==> config.mk <==
export PLATFORM = sky130hd
export DESIGN_NAME = huff_bitstream_aligner
export DESIGN_NICKNAME = d
export VERILOG_FILES = /design/src/rtl/huff_pkg.sv /design/src/rtl/huff_shift_buf.sv /design/src/rtl/huff_bitstream_aligner.sv
export SDC_FILE = /design/constraint.sdc
export NUM_CORES = 1
export LEC_CHECK = 0
export CAP_MARGIN = 30
export CORE_MARGIN = 3
export CORE_UTILIZATION = 55
export CTS_CLUSTER_SIZE = 20
export DETAILED_ROUTE_END_ITERATION = 7
export PLACE_DENSITY = 0.83
export REMOVE_ABC_BUFFERS = 1
export SYNTH_ARGS = -nofsm -noshare
export SYNTH_HDL_FRONTEND = slang
export SYNTH_SLANG_ARGS = --single-unit
==> constraint.sdc <==
create_clock -name clk -period 4.8 [get_ports clk]
set_input_delay 0.72 -clock clk [delete_from_list [all_inputs] [get_ports clk]]
set_output_delay 0.72 -clock clk [all_outputs]
set_load 0.01 [all_outputs]
==> src/rtl/huff_pkg.sv <==
// Shared definitions for the Huffman decoder front-end.
//   MAX_CODE_LEN : longest code/escape the decoder can see (window width).
//   huff_len_w() : minimum width of a length field able to hold 0..win_w.
//   huff_state_e : stream state of the bitstream aligner.
package huff_pkg;

    localparam int MAX_CODE_LEN = 6;

    function automatic int huff_len_w(input int win_w);
        return $clog2(win_w + 1);
    endfunction

    localparam int HUFF_LEN_W = huff_len_w(MAX_CODE_LEN);

    typedef enum logic [1:0] {
        FILL  = 2'd0,   // not enough bits for a full window, stream still open
        RUN   = 2'd1,   // at least one full window buffered
        DRAIN = 2'd2,   // stream closed, short tail left
        DONE  = 2'd3    // stream closed, every bit consumed
    } huff_state_e;

endpackage

==> src/rtl/huff_shift_buf.sv <==
// Left-aligned shift buffer holding the unconsumed bits of the stream.
//   clk, rst        : clock, synchronous active-low reset
//   clear_i         : synchronous clear (flush)
//   shift_len_i     : bits to discard this cycle (already validated, 0 = none)
//   append_en_i     : append append_data_i behind the remaining bits
//   append_data_i   : word to append, MSB first
//   win_o           : top WIN_W bits of the buffer (oldest bit at MSB)
//   level_o         : current fill level
//   level_next_o    : fill level after this cycle's shift and append
// Bits below the fill level are always zero, so an append can be OR-ed in.
module huff_shift_buf #(
    parameter int IN_W  = 32,
    parameter int WIN_W = 6,
    parameter int BUF_W = 64,
    parameter int LEN_W = 4,
    parameter int LVL_W = $clog2(BUF_W + 1)
) (
    input  logic             clk,
    input  logic             rst,
    input  logic             clear_i,
    input  logic [LEN_W-1:0] shift_len_i,
    input  logic             append_en_i,
    input  logic [IN_W-1:0]  append_data_i,
    output logic [WIN_W-1:0] win_o,
    output logic [LVL_W-1:0] level_o,
    output logic [LVL_W-1:0] level_next_o
);

    logic [BUF_W-1:0] buf_q, buf_d;
    logic [BUF_W-1:0] shifted;
    logic [BUF_W-1:0] append_aligned;
    logic [LVL_W-1:0] level_q, level_d;
    logic [LVL_W-1:0] level_shifted;

    // Shift first, then append at the reduced level, so a same-cycle
    // consume and accept neither lose nor duplicate bits.
    always_comb begin
        shifted        = buf_q << shift_len_i;
        level_shifted  = level_q - LVL_W'(shift_len_i);
        append_aligned = {append_data_i, {(BUF_W-IN_W){1'b0}}} >> level_shifted;
        buf_d          = shifted;
        level_d        = level_shifted;
        if (append_en_i) begin
            buf_d   = shifted | append_aligned;
            level_d = level_shifted + LVL_W'(IN_W);
        end
    end

    always_ff @(posedge clk) begin
        if (!rst || clear_i) begin
            buf_q   <= '0;
            level_q <= '0;
        end else begin
            buf_q   <= buf_d;
            level_q <= level_d;
        end
    end

    assign win_o        = buf_q[BUF_W-1 -: WIN_W];
    assign level_o      = level_q;
    assign level_next_o = level_d;

endmodule

==> src/rtl/huff_bitstream_aligner.sv <==
// Bitstream front-end for the Huffman decoder.
//   clk, rst        : clock, synchronous active-low reset
//   flush           : synchronous clear of buffer and stream state
//   in_data/in_valid/in_last/in_ready : upstream word handshake
//   win_data        : next WIN_W unconsumed bits, oldest at MSB, zero padded
//   win_bits        : meaningful bits in win_data, saturated at WIN_W
//   win_valid       : decoder may decode and consume this cycle
//   consume_en/consume_len : bits discarded by the decoder this cycle
//   stream_done     : last word accepted and fully consumed (sticky)
//   err_overconsume : one-cycle pulse after a rejected consume
//   dbg_state_o     : current stream state
//   dbg_level_o     : current buffer fill level
//
// Handshake: a word transfers on a rising edge where in_valid && in_ready;
// in_ready depends on registers only, and upstream holds in_data/in_valid
// stable until the transfer. A consume is honoured on a rising edge where
// consume_en && win_valid && 1 <= consume_len <= win_bits; len 0 is a no-op.
module huff_bitstream_aligner
    import huff_pkg::*;
#(
    parameter int IN_W  = 32,
    parameter int WIN_W = MAX_CODE_LEN,
    parameter int BUF_W = 64,
    parameter int LEN_W = 4
) (
    input  logic                         clk,
    input  logic                         rst,
    input  logic                         flush,
    input  logic [IN_W-1:0]              in_data,
    input  logic                         in_valid,
    input  logic                         in_last,
    output logic                         in_ready,
    output logic [WIN_W-1:0]             win_data,
    output logic [LEN_W-1:0]             win_bits,
    output logic                         win_valid,
    input  logic                         consume_en,
    input  logic [LEN_W-1:0]             consume_len,
    output logic                         stream_done,
    output logic                         err_overconsume,
    output huff_state_e                  dbg_state_o,
    output logic [$clog2(BUF_W+1)-1:0]   dbg_level_o
);

    localparam int LVL_W = $clog2(BUF_W + 1);

    huff_state_e      state_q, state_d;
    logic             last_seen_q, last_seen_d;
    logic             err_q, err_d;
    logic [LVL_W-1:0] level;
    logic [LVL_W-1:0] level_next;
    logic             accept;
    logic             consume_req;
    logic             consume_ok;
    logic [LEN_W-1:0] shift_len;

    // Window view and upstream readiness, all from registered state.
    always_comb begin
        in_ready  = !last_seen_q && (level <= LVL_W'(BUF_W - IN_W));
        win_valid = (level >= LVL_W'(WIN_W)) || (last_seen_q && (level != '0));
        win_bits  = (level >= LVL_W'(WIN_W)) ? LEN_W'(WIN_W) : LEN_W'(level);
    end

    // win_bits never exceeds WIN_W, so this also rejects len > WIN_W.
    // In DONE win_valid is 0, so any non-zero consume is rejected.
    always_comb begin
        accept      = in_valid && in_ready;
        consume_req = consume_en && (consume_len != '0);
        consume_ok  = consume_req && win_valid && (consume_len <= win_bits);
        shift_len   = consume_ok ? consume_len : '0;
        err_d       = consume_req && !consume_ok;
        last_seen_d = last_seen_q || (accept && in_last);
    end

    huff_shift_buf #(
        .IN_W  (IN_W),
        .WIN_W (WIN_W),
        .BUF_W (BUF_W),
        .LEN_W (LEN_W),
        .LVL_W (LVL_W)
    ) u_shift_buf (
        .clk           (clk),
        .rst           (rst),
        .clear_i       (flush),
        .shift_len_i   (shift_len),
        .append_en_i   (accept),
        .append_data_i (in_data),
        .win_o         (win_data),
        .level_o       (level),
        .level_next_o  (level_next)
    );

    // State follows the next-cycle level and last flag. DONE is sticky
    // because nothing can be accepted or consumed once it is reached.
    always_comb begin
        state_d = FILL;
        if (last_seen_d && (level_next == '0)) begin
            state_d = DONE;
        end else if (level_next >= LVL_W'(WIN_W)) begin
            state_d = RUN;
        end else if (last_seen_d) begin
            state_d = DRAIN;
        end
    end

    always_ff @(posedge clk) begin
        if (!rst || flush) begin
            state_q     <= FILL;
            last_seen_q <= 1'b0;
            err_q       <= 1'b0;
        end else begin
            state_q     <= state_d;
            last_seen_q <= last_seen_d;
            err_q       <= err_d;
        end
    end

    assign stream_done     = (state_q == DONE);
    assign err_overconsume = err_q;
    assign dbg_state_o     = state_q;
    assign dbg_level_o     = level;

endmodule

==> results of run 1 <==
## final timing paths
path,startpoint,endpoint,depth (start not counted),slack (ns)
worst max-delay path,u_shift_buf.level_o[3]$_SDFF_PP0_,u_shift_buf.buf_q[59]$_SDFF_PP0_,17,0.23
worst min-delay path,u_shift_buf.buf_q[10]$_SDFF_PP0_,u_shift_buf.buf_q[10]$_SDFF_PP0_,2,0.58
worst max register to register,u_shift_buf.level_o[3]$_SDFF_PP0_,u_shift_buf.buf_q[59]$_SDFF_PP0_,17,0.23
worst min register to register,u_shift_buf.buf_q[10]$_SDFF_PP0_,u_shift_buf.buf_q[10]$_SDFF_PP0_,2,0.58
## cell usage after synthesis (9+ instances only)
library cell and number:
sky130_fd_sc_hd__nand3_1 18, sky130_fd_sc_hd__nor3_1 41, sky130_fd_sc_hd__nor4_1 28, sky130_fd_sc_hd__dfxtp_1 75
sky130_fd_sc_hd__o221ai_1 32, sky130_fd_sc_hd__buf_4 16, sky130_fd_sc_hd__clkbuf_1 39, sky130_fd_sc_hd__mux2_2 24
sky130_fd_sc_hd__o22ai_1 26, sky130_fd_sc_hd__a22oi_1 20, sky130_fd_sc_hd__nor2_1 87, sky130_fd_sc_hd__buf_2 51
sky130_fd_sc_hd__and3_1 10, sky130_fd_sc_hd__inv_1 23, sky130_fd_sc_hd__a21oi_1 85, sky130_fd_sc_hd__nor2b_1 9
sky130_fd_sc_hd__a32oi_1 14, sky130_fd_sc_hd__nand2_1 192, sky130_fd_sc_hd__o21ai_0 82, sky130_fd_sc_hd__a211oi_1 51
sky130_fd_sc_hd__a31oi_1 12, sky130_fd_sc_hd__mux2i_1 76, sky130_fd_sc_hd__mux4_2 26
## metrics by stage
stage / hold slack (ns) / setup slack, ns / TNS, ns / area, um^2
final: 0.578 / 0.225 / 0 / 10200
after global routing: 0.583 / 0.00802 / 0 / 10200
after CTS: 0.549 / 0.0845 / 0 / 10200
after detailed placement: 0.541 / -0.296 / -1.25 / 9910
after global placement: 0.543 / -0.167 / -0.271 / 9910
after floorplan: 0.476 / -4.31 / -280.29 / 8030
## final cells by class
type                       instances  area [um^2]
tap                              211          264
inverter                          25         93.8
clock buffer                       9          225
multi-input combinational        951         6500
sequential                        75         1500
timing repair buffer             184         1600
fill                            1265         5070
clock inverter                     7         58.8
## cells in the final DEF, fill, tap and decap left out, types with 28 or more instances in the layout
cell type                         count
sky130_fd_sc_hd__nand2_1            192
sky130_fd_sc_hd__buf_4              116
sky130_fd_sc_hd__nor2_1              86
sky130_fd_sc_hd__a21oi_1             85
sky130_fd_sc_hd__o21ai_0             81
sky130_fd_sc_hd__mux2i_1             76
sky130_fd_sc_hd__dfxtp_1             75
sky130_fd_sc_hd__clkdlybuf4s50_1     62
sky130_fd_sc_hd__a211oi_1            51
sky130_fd_sc_hd__nor3_1              41
sky130_fd_sc_hd__o221ai_1            32
sky130_fd_sc_hd__nor4_1              28
## worst max-delay path, delay by kind of cell, from the launching register on
kind / cells / cell delay, ns
buffers and inverters: 3 / 0.38
AO/OA/AOI/OAI: 5 / 1.38
adder cells (fa/ha/maj): 2 / 0.55
flip-flops: 1 / 0.37
AND/OR/NAND/NOR: 7 / 1.76
## routing by layer
metal	up-vias	global-route usage (%)	wire, um
met1	4789	48.1	12900
met4	0	12.4	1070
met2	735	54.7	14500
li1	4587	-	-
met3	89	5.59	3380
met5	-	0	0
## logic make-up after synthesis
| group | Yosys count | synth area share (%) |
|---|---|---|
| xor+xnor | 6 | 0.911 |
| compound gates | 384 | 30.2 |
| flops | 75 | 17.3 |
| fa+ha+maj | 9 | 1.39 |
| buf+inv | 145 | 8.30 |
| other cells | 2 | 0.0868 |
| mux | 126 | 18.7 |
| simple gates | 424 | 23.1 |
## what timing repair did
item,4_1_cts,5_1_grt
buffers inserted,0,3
cloned,0,0
pin swaps,0,1
setup endpoints to repair,1,29
resized for setup,1,4
## state kept, by name, indices dropped and copies added, names as in the netlist
register             count
u_shift_buf.buf_q       64
last_seen_q              1
u_shift_buf.level_o      7
dbg_state_o              2
err_overconsume          1
==> impl_results.md, run 1 <==
- Result of the run: finished, final reports clean
- Die Y: 131 um
- Placeable Area: 0.0153 mm^2
- Post-synth design cell area: 0.00866 mm^2
- Instance count after placement with tap cells included: 1443
- Critical path data arrival time: 4.82 ns
- Final hold violation count: 0
- Maximum frequency from static timing analysis: 219 MHz
- Antenna violations before repair: 0
- Std-Cell Rows: 45
- Maximum root-to-sink buffer count: 2
- DRC: 0
- Transition time at the pin with the least slew margin: 0.896 ns
- Post-cts hold buffer count: 0
- Fraction of layout cells with a size suffix above 1: 17.9%
- CTS tree: done
- Number of warning messages in the yosys log: 0
- Clock insertion delay at the later pin of the skew report: 0.35 ns
- Width of the chip: 131 um
- Global-route usage over all layers: 34.7%
- Number of global-route vias before repair: 9018
- Drt initial violations: 1512
- Share of the yosys chip area belonging to registers: 17.3%
- CTS H-tree depth: 3
- Period Utilization, post-route: 95.3%
- Antenna cells: 0
- Clock transition at the registers of the reported paths: 0.07 ns
- Total grt overflow: 0
- Routability congestion estimate: 1.02
- Total number of vias: 10200
- Count of placed standard cells in the final layout, fillers left out: 1462
- Worst relative slew slack: 40.1%
- Fin util: 66.9%
- Via density: 6.98
- Detailed-route wire length per cell: 21.8 um
- Critical Path, Cell by Cell: nor4_4 > and2_1 > ha_1 > nor2b_1 > o2111a_1 > nor4_4 > buf_4 > inv_2 > ha_1 > nor2b_1 > o2111ai_1 > o211a_1 > buf_4 > nand4_4 > nor2_2 > a2111oi_0 > a211oi_1
- Setup Viol. Count Final: 0
- Post-detailed-routing wire length: 31800 um
- Minimum clock period: 4.57 ns
- Max-slew violation count: 0
- Antenna-violating nets left: 0
- Crit path max-delay cell type: sky130_fd_sc_hd__dfxtp_1
- Area added between synthesis and finish: 18.4%
- Post-route clock skew: 0.00656 ns
- Mean instance size in the synthesized netlist: 7.39 um^2
- Worst min path class: reg2reg
- CTS Buf Count: 9
- Layout Nets: 1297
- Required time of the worst setup path: 5.05 ns
- Async set-or-reset flop fraction in the synthesized netlist: 0%
- Number of clock sinks: 75
- Synth Register Bits: 75
- Critical Path Max Stage Delay: 0.37 ns
- Synthesized instance count: 1171
- Top-area cell type share of the netlist area: 17.3%
- Detailed placement HPWL: 23400 um
- Number of enable-type register cells in the synthesized netlist: 0
- Most used DFF post-synth: sky130_fd_sc_hd__dfxtp_1
- Setup repair after global routing missed its margin: false
- Setup CP Type: reg2reg
- CP Max Fanout: 12
- Count of max-cap constraint violations: 0
- CTS Root Buffer Type: sky130_fd_sc_hd__clkbuf_16
- Initial core utilization: 56.5%
- Initial DRT Pass Iterations: 6
- Ranking of synthesized cells by area: sky130_fd_sc_hd__dfxtp_1 (17%), sky130_fd_sc_hd__mux2i_1 (8.8%), sky130_fd_sc_hd__nand2_1 (8.3%)
- Cell taking the most area after synthesis: sky130_fd_sc_hd__dfxtp_1
- Endpoint class of the critical path: flip-flop
- Die area: 0.0173 mm^2
- Largest net degree at the start of global routing: 84
- First-pass GRT wire length: 49300 um
- Count of cell types in the netlist: 79
- Critical path startpoint category: flip-flop
- I/O pin count: 65
- Input/output buffers: 63
Power of run 1 is not shown: default switching activity piles up to over one toggle a cycle in this logic, so the estimate is an artifact.
==> run 2, diff against run 1 <==
--- a/config.mk
+++ b/config.mk
@@ -5,6 +5,7 @@
 export SDC_FILE = /design/constraint.sdc
 export NUM_CORES = 1
 export LEC_CHECK = 0
+export ABC_CLOCK_PERIOD_IN_PS = 4800
 export CAP_MARGIN = 30
 export CORE_MARGIN = 3
 export CORE_UTILIZATION = 55
==> results of run 2 <==
Final layout, timing and power as in run 1 (identical DEF).
Power of run 2 is left out for the same reason.
